`src/rtl/fetch_ctrl.sv`:
```
// fetch_ctrl: RV32 fetch sequencer with the PC, a one-outstanding imem port and a 2-entry decode buffer.
// Defining FETCH_MISALIGN_TRAP_EN adds the misalign output and a terminal HALT state.
module fetch_ctrl #(
  parameter int unsigned           DATA_WIDTH = 32,
  parameter logic [DATA_WIDTH-1:0] RESET_PC   = '0
) (
  input  logic                  clk,
  input  logic                  rst,
  input  logic                  PCSrc,
  input  logic [DATA_WIDTH-1:0] PCTarget,
  input  logic                  stall,
  output logic                  imem_req,
  output logic [DATA_WIDTH-1:0] imem_addr,
  input  logic                  imem_ack,
  input  logic [DATA_WIDTH-1:0] imem_rdata,
  output logic                  instr_valid,
  output logic [DATA_WIDTH-1:0] instr,
  output logic [DATA_WIDTH-1:0] instr_pc,
  output logic [DATA_WIDTH-1:0] PCPlus4
`ifdef FETCH_MISALIGN_TRAP_EN
  ,
  output logic                  misalign
`endif
);

`ifdef FETCH_MISALIGN_TRAP_EN
  typedef enum logic [1:0] {BOOT, RUN, DROP, HALT} state_t;
`else
  typedef enum logic [1:0] {BOOT, RUN, DROP} state_t;
`endif

  state_t                state, state_d;
  logic [DATA_WIDTH-1:0] fetch_pc, fetch_pc_d;
  logic [DATA_WIDTH-1:0] target, target_d;
  logic [DATA_WIDTH-1:0] tgt;
  logic [1:0]            count, count_d;
  logic [DATA_WIDTH-1:0] buf_data [2];
  logic [DATA_WIDTH-1:0] buf_pc   [2];
  logic                  push, pop, hs;
`ifdef FETCH_MISALIGN_TRAP_EN
  logic                  misalign_d, halt_pend, halt_pend_d, trap;
`endif

  // Outputs depend only on registered state, never on inputs.
  assign imem_req    = (state == RUN && count != 2'd2) || state == DROP;
  assign imem_addr   = fetch_pc;
  assign instr_valid = (count != 2'd0);
  assign instr       = buf_data[0];
  assign instr_pc    = buf_pc[0];
  assign PCPlus4     = buf_pc[0] + DATA_WIDTH'(4);
  assign hs          = imem_req & imem_ack;

`ifdef FETCH_MISALIGN_TRAP_EN
  assign tgt  = PCTarget;
  assign trap = PCSrc && (tgt[1:0] != 2'b00) && (state == RUN || state == DROP) && !halt_pend;
`else
  assign tgt  = PCTarget & ~DATA_WIDTH'(3);
`endif

  always_comb begin
    state_d    = state;
    fetch_pc_d = fetch_pc;
    target_d   = target;
    count_d    = count;
    push       = 1'b0;
    pop        = 1'b0;
`ifdef FETCH_MISALIGN_TRAP_EN
    misalign_d  = misalign;
    halt_pend_d = halt_pend;
`endif
    case (state)
      BOOT: state_d = RUN;
      RUN: begin
        if (PCSrc) begin
          count_d = '0;
          if (imem_req && !imem_ack) begin
            target_d = tgt;
            state_d  = DROP;
          end else begin
            fetch_pc_d = tgt;
          end
        end else begin
          push = hs;
          pop  = instr_valid && !stall;
          if (push) fetch_pc_d = fetch_pc + DATA_WIDTH'(4);
          if (push && !pop)      count_d = count + 2'd1;
          else if (pop && !push) count_d = count - 2'd1;
        end
      end
      DROP: begin
        count_d = '0;
`ifdef FETCH_MISALIGN_TRAP_EN
        if (halt_pend) begin
          if (hs) state_d = HALT;
        end else
`endif
        if (PCSrc && hs) begin
          fetch_pc_d = tgt;
          state_d    = RUN;
        end else if (PCSrc) begin
          target_d = tgt;
        end else if (hs) begin
          fetch_pc_d = target;
          state_d    = RUN;
        end
      end
      default: ;
    endcase
`ifdef FETCH_MISALIGN_TRAP_EN
    // A misaligned redirect overrides the normal redirect; an in-flight request is drained first.
    if (trap) begin
      count_d    = '0;
      misalign_d = 1'b1;
      fetch_pc_d = fetch_pc;
      target_d   = target;
      if (imem_req && !imem_ack) begin
        state_d     = DROP;
        halt_pend_d = 1'b1;
      end else begin
        state_d = HALT;
      end
    end
`endif
  end

  always_ff @(posedge clk or posedge rst) begin
    if (rst) begin
      state       <= BOOT;
      fetch_pc    <= RESET_PC;
      target      <= RESET_PC;
      count       <= '0;
      buf_data[0] <= '0;
      buf_data[1] <= '0;
      buf_pc[0]   <= '0;
      buf_pc[1]   <= '0;
    end else begin
      state    <= state_d;
      fetch_pc <= fetch_pc_d;
      target   <= target_d;
      count    <= count_d;
      // Entry 0 is the head; a push lands in the first slot that is free after any pop.
      if (push && (pop || count == 2'd0)) begin
        buf_data[0] <= imem_rdata;
        buf_pc[0]   <= fetch_pc;
      end else if (push) begin
        buf_data[1] <= imem_rdata;
        buf_pc[1]   <= fetch_pc;
      end else if (pop) begin
        buf_data[0] <= buf_data[1];
        buf_pc[0]   <= buf_pc[1];
      end
    end
  end

`ifdef FETCH_MISALIGN_TRAP_EN
  always_ff @(posedge clk or posedge rst) begin
    if (rst) begin
      misalign  <= 1'b0;
      halt_pend <= 1'b0;
    end else begin
      misalign  <= misalign_d;
      halt_pend <= halt_pend_d;
    end
  end
`endif

endmodule

```
`config.mk`:
```
export PLATFORM = sky130hd
export DESIGN_NAME = fetch_ctrl
export DESIGN_NICKNAME = d
export VERILOG_FILES = /design/src/rtl/fetch_ctrl.sv
export SDC_FILE = /design/constraint.sdc
export NUM_CORES = 1
export LEC_CHECK = 0
export CORE_AREA = 2 2 133 200
export CTS_BUF_LIST = sky130_fd_sc_hd__clkbuf_2
export CTS_CLUSTER_SIZE = 30
export DETAILED_ROUTE_END_ITERATION = 8
export DIE_AREA = 0 0 135 202
export SYNTH_ARGS = -nofsm -noshare
export SYNTH_HDL_FRONTEND = slang
export SYNTH_SLANG_ARGS = --single-unit
```
`constraint.sdc`:
```
create_clock -name clk -period 13.8 [get_ports clk]
set_input_delay 2.07 -clock clk [delete_from_list [all_inputs] [get_ports clk]]
set_output_delay 2.07 -clock clk [all_outputs]
set_load 0.02 [all_outputs]
```
==> results of run 1 <==
-- final timing paths --
kind | start | to | slack [ns]
setup / recovery | instr_pc[10]$_DFFE_PP0P_ | PCPlus4[27] | 8.29
hold / removal | buf_data[21]$_DFFE_PP0P_ | buf_data[21]$_DFFE_PP0P_ | 0.52
setup reg to reg | state[0]$_DFFE_PP0P_ | instr[29]$_DFFE_PP0P_ | 10.52
hold reg to reg | buf_data[21]$_DFFE_PP0P_ | buf_data[21]$_DFFE_PP0P_ | 0.52
max in group asynchronous | rst | buf_data[25]$_DFFE_PP0P_ | 10.57
min in group asynchronous | rst | buf_data[18]$_DFFE_PP0P_ | 1.85
-- per-stage QoR --
step | worst slack, ns | total power [mW] | instances
CTS | 8.10 | 2.68 | 1392
global route | 7.99 | 2.84 | 1393
finish | 8.29 | 2.64 | 1393
detailed placement | 8.50 | 2.41 | 1361
floorplan | 6.62 | 1.97 | 956
global placement | 8.52 | 2.38 | 1361
-- final cells by class --
class | instances | area [µm²] | area share, %
clock inverters | 12 | 114 | 0.957
repair buffers | 199 | 1970 | 16.6
flip-flops and latches | 188 | 4700 | 39.5
well taps | 333 | 417 | 3.50
clock buffers | 19 | 95.1 | 0.799
diodes | 1 | 2.50 | 0.0210
inverters | 14 | 60.1 | 0.505
multi-input cells | 627 | 4540 | 38.1
-- layer usage --
layer / routed length (µm) / vias to the layer above
met5: 0 / -
met4: 616 / 0
met3: 952 / 39
met2: 12900 / 193
met1: 10600 / 3637
li1: - / 3531
-- synth_stat cells, types with 4 or more instances --
master / n
buf_4: 72
nor2_1: 21
o22ai_1: 6
nand3_1: 24
xnor2_1: 21
nand4_1: 13
and2_1: 5
xor2_1: 10
mux2i_1: 63
nor3_1: 9
nor2b_1: 6
o221ai_1: 6
a21oi_1: 33
clkbuf_1: 24
nand2_1: 97
inv_1: 14
o21ai_0: 60
a22o_1: 4
and3_1: 13
o21ai_1: 32
mux2_2: 59
mux2_1: 36
a21o_1: 6
nand2b_1: 5
buf_2: 28
and4_1: 5
a221oi_1: 4
ha_1: 6
a22oi_1: 11
a2bb2oi_1: 5
dfrtp_1: 188
-- flip-flops by register name, summed over array words and instances, names as in the netlist --
register,cells
imem_addr,30
instr_pc,30
buf_pc,30
instr,32
buf_data,32
count,2
state,2
target,30
-- power by group --
group | leakage [nW] | total (mW) | internal, mW | switching, mW
logic | 2.77 | 1.29 | 0.626 | 0.665
clock network | 0.132 | 0.263 | 0.0681 | 0.195
registers | 2.31 | 1.09 | 0.812 | 0.274
-- kinds of logic after synthesis --
group	synth area share, %
xor+xnor	2.70
mux	16.9
fa+ha+maj	0.747
simple gates	11.7
other cells	0.0373
compound gates	12.6
buf+inv	8.42
flops	46.8
==> results.py, run 1 <==
metrics = {
    "run_status": {
        "status": "finished clean",
    },
    "floorplan": {
        "dieWidth_um": 135,
        "io-pin-count": 199,
        "die_area_um2": 27300,
        "start_util_pct": 39.3,
        "coreArea_um2": 25600,
        "die_h_um": 202,
        "fp-row-count": 72,
    },
    "synth": {
        "synth_edf_count": 0,
        "synth_largest_area_cell": "dfrtp_1",
        "synth_area_leaders": "dfrtp_1 (47%), mux2_2 (6.6%), mux2i_1 (6.3%), buf_4 (5.4%), mux2_1 (4.0%)",
        "ys_ff_latch": 188,
        "async_flop_share_pct": 100,
        "synth_area_um2": 10100,
        "yosysUniqueCellTypes": 70,
        "synth.avg_cell_area_um2": 10.6,
        "synth_flop_cell": "dfrtp_1",
        "synth_largest_type_area_fraction_pct": 46.8,
        "syn_inst": 951,
        "synth-seq-area-share_pct": 46.8,
        "synth-warning-count": 0,
    },
    "sta": {
        "holdWs_ns": 0.519,
        "fmax_ghz": 0.182,
        "relSlewSlack_pct": 24.4,
        "report.final.setup_viol": 0,
        "worst_pin_slew_ns": 1.13,
        "setup_tns_ns": 0,
        "rsz0062_at_grt": "no",
        "fin_skew_ns": 0.0377,
        "finalMaxSlewViolations": 0,
        "fin_crit_sh_pct": 39.9,
        "period_needed_ns": 5.51,
        "hold_viol": 0,
    },
    "grt": {
        "grt_overflow_total": 0,
        "grt_first_pass_wirelength_mm": 40.6,
        "grt_start_max_net_pins": 129,
        "grt_util_all_layers_pct": 18.9,
        "antenna_found_initial": 1,
        "busiest_layer": "met2",
        "grt.met1_usage_pct": 23.3,
        "grt_pass1_vias": 7431,
        "grt.met3_usage_pct": 3.39,
        "use_met2_pct": 33.2,
    },
    "cells_and_area": {
        "syn_to_final_growth_pct": 18.4,
        "drive_above_1_share_pct": 11.3,
        "final_core_utilization_pct": 46.5,
        "fin_nets": 1122,
        "fin_area_um2": 11900,
        "final_cell_mix": "clkdlybuf4s50_1 (190), dfrtp_1 (188), nand2_1 (97)",
        "fillers": 2446,
        "final_common_cell": "clkdlybuf4s50_1",
    },
    "route": {
        "routed_wl_mm": 25.0,
        "drtIter0Drc": 378,
        "first_pass_iters": 5,
        "drc": 0,
        "dr_total_vias": 7400,
        "vias_per_cell": 5.31,
        "wl_per_cell_um": 18.0,
        "antenna_left": 0,
    },
    "clocking": {
        "cts_resized": 0,
        "post_cts_buffers": 0,
        "cts.sinks": 188,
        "cts_tree": "built",
        "clock_latency_ns": 0.77,
        "path_clk_slew_ns": 0.25,
        "htree_levels": 4,
        "cts-buffers-inserted": 17,
        "holdBufCountCts": 0,
        "root_buffer": "clkbuf_2",
        "clockBufferDepth": 2,
    },
    "setup_path": {
        "arrival_ns": 3.44,
        "slowest_delay_ns": 0.62,
        "crit_path_start_kind": "flip-flop",
        "cp_common_cell": "and3_1",
        "cp_top_family": "simple AND/OR/NAND/NOR gates",
        "crit_type": "flip-flop to output port",
        "required_ns": 11.73,
        "path_cells": "nand4_2 > nor4_4 > and3_1 > and3_1 > xor2_1 > clkdlybuf4s50_1",
        "cp-end-kind": "output port",
        "crit_slowest_cell": "clkdlybuf4s50_1",
        "path_buf_inv": 1,
        "crit_cells": 6,
        "r2r_cells": 8,
        "worst-path-max-fanout": 6,
    },
    "hold_path": {
        "hp-class": "flip-flop to flip-flop",
        "hold_path_depth": 1,
    },
    "pwr": {
        "ir_worst_vdd_v": 0.000112,
        "p_leak_nw": 5.21,
        "powerDensity_nw_per_um2": 222,
    },
    "flow_run": {
        "drv_cap": 0,
    },
    "placed_design": {
        "place_congestion": 0.779,
        "placedInstanceArea_um2": 11700,
        "post-dp-hpwl_mm": 17.3,
        "port_buffers": 190,
    },
}
(Power assumes the default switching activity.)
==> run 2: changes to the inputs <==
--- a/config.mk
+++ b/config.mk
@@ -10,6 +10,7 @@
 export CTS_CLUSTER_SIZE = 30
 export DETAILED_ROUTE_END_ITERATION = 8
 export DIE_AREA = 0 0 135 202
+export PLACE_DENSITY = 0.66
 export SYNTH_ARGS = -nofsm -noshare
 export SYNTH_HDL_FRONTEND = slang
 export SYNTH_SLANG_ARGS = --single-unit
==> constraint.sdc (replaced) <==
create_clock -name clk -period 4.86 [get_ports clk]
set_input_delay 0.729 -clock clk [delete_from_list [all_inputs] [get_ports clk]]
set_output_delay 0.729 -clock clk [all_outputs]
set_load 0.02 [all_outputs]
==> results.py, run 2 (synthesized netlist as in run 1, its figures left out) <==
metrics = {
    "hold_path": {
        "hp-class": "input port to asynchronous set/reset pin",
    },
    "clocking": {
        "post_cts_buffers": 0,
        "cts.sinks": 188,
        "cts-buffers-inserted": 17,
        "cts_tree": "built",
        "clockBufferDepth": 2,
        "clock_latency_ns": 0.81,
        "cts_resized": 0,
        "root_buffer": "clkbuf_2",
        "holdBufCountCts": 0,
        "path_clk_slew_ns": 0.25,
        "htree_levels": 4,
    },
    "cells_and_area": {
        "fin_nets": 1125,
        "drive_above_1_share_pct": 11.6,
        "final_cell_mix": "clkdlybuf4s50_1 (190), dfrtp_1 (188), nand2_1 (97)",
        "final_core_utilization_pct": 46.8,
        "syn_to_final_growth_pct": 19.2,
        "final_common_cell": "clkdlybuf4s50_1",
        "fillers": 2421,
    },
    "grt": {
        "grt_util_all_layers_pct": 18.5,
        "grt_start_max_net_pins": 134,
        "grt_pass1_vias": 7313,
        "grt_first_pass_wirelength_mm": 39.8,
        "grt_overflow_total": 0,
        "antenna_found_initial": 1,
    },
    "sta": {
        "finalMaxSlewViolations": 0,
        "period_needed_ns": 4.22,
        "setup_tns_ns": 0,
        "relSlewSlack_pct": 37.3,
        "rsz0062_at_grt": "no",
        "holdWs_ns": 0.177,
        "fin_skew_ns": 0.0332,
        "hold_viol": 0,
        "worst_pin_slew_ns": 0.938,
        "report.final.setup_viol": 0,
        "fmax_ghz": 0.237,
        "fin_crit_sh_pct": 86.9,
    },
    "run_status": {
        "status": "finished clean",
    },
    "route": {
        "first_pass_iters": 5,
        "dr_total_vias": 7425,
        "vias_per_cell": 5.31,
        "drc": 0,
        "routed_wl_mm": 24.8,
        "antenna_left": 0,
        "wl_per_cell_um": 17.7,
        "drtIter0Drc": 416,
    },
    "setup_path": {
        "cp_top_family": "simple AND/OR/NAND/NOR gates",
        "cp-end-kind": "output port",
        "cp_common_cell": "and3_1",
        "crit_type": "flip-flop to output port",
        "path_buf_inv": 1,
        "path_cells": "nand4_2 > nor4_4 > and3_1 > and3_1 > xor2_1 > clkdlybuf4s50_1",
        "arrival_ns": 3.49,
        "crit_path_start_kind": "flip-flop",
        "slowest_delay_ns": 0.62,
        "worst-path-max-fanout": 6,
        "required_ns": 4.13,
        "rrSetupSlack_ns": 2.09,
        "crit_slowest_cell": "clkdlybuf4s50_1",
    },
    "placed_design": {
        "port_buffers": 190,
        "place_congestion": 0.819,
        "post-dp-hpwl_mm": 17.0,
    },
    "pwr": {
        "ir_worst_vdd_v": 0.000320,
        "p_leak_nw": 5.24,
        "powerDensity_nw_per_um2": 631,
    },
    "floorplan": {
        "dieWidth_um": 135,
        "die_area_um2": 27300,
        "fp-row-count": 72,
        "io-pin-count": 199,
        "die_h_um": 202,
        "coreArea_um2": 25600,
        "start_util_pct": 39.3,
    },
    "flow_run": {
        "drv_cap": 0,
    },
}
## run 2: changes by cell type in the layout (fill, tap and decap cells not counted)
cell | previous run | this run
clkinvlp_4 | 1 | 2
bufinv_16 | 1 | 2
buf_12 | 0 | 3
clkinv_2 | 1 | 3
inv_8 | 2 | 0
clkbuf_2 | 19 | 17
clkinv_1 | 2 | 3
## run 2: stage by stage
step	setup WS (ns)	std cells	cell area (µm²)	power (mW)
after floorplan	1.71	956	10100	5.59
after global placement	1.47	1364	11700	6.75
after detailed placement	1.46	1364	11700	6.84
after CTS	0.470	1396	12000	7.65
after global routing	0.342	1397	12000	8.09
final	0.639	1397	12000	7.56
## run 2: worst paths after layout
check,startpoint,depth (start not counted),endpoint
max,instr_pc[10]$_DFFE_PP0P_,6,PCPlus4[27]
min,rst,2,buf_data[26]$_DFFE_PP0P_
max reg2reg,state[0]$_DFFE_PP0P_,9,imem_addr[2]$_DFFE_PP0P_
min reg2reg,buf_pc[24]$_DFFE_PP0P_,1,buf_pc[24]$_DFFE_PP0P_
max in group asynchronous,rst,3,buf_data[6]$_DFFE_PP0P_
min in group clk,imem_rdata[3],3,instr[3]$_DFFE_PP0P_
## run 2: area by class of cell
type                    count  area [µm²]  area share (%)
diodes                      1        2.50          0.0209
clock buffers              17        85.1           0.710
clock inverters            15         146            1.22
inverters                  14        56.3           0.470
multi-input cells         627        4540            37.9
flip-flops and latches    188        4700            39.3
well taps                 333         417            3.48
repair buffers            202        2030            16.9
## run 2: metal layers
layer	up-vias	global-route usage, %	part of all wire (%)
met2	191	32.6	52
met4	0	6.03	1.7
met3	29	3.19	4.0
li1	3528	-	-
met5	-	0	0
met1	3677	22.9	42
## run 2: report_power, final
part           total [mW]  switching (mW)  internal [mW]
Combinational        3.68            1.89           1.80
Sequential           3.08           0.774           2.31
Clock               0.793           0.557          0.236
Total                7.56            3.22           4.34
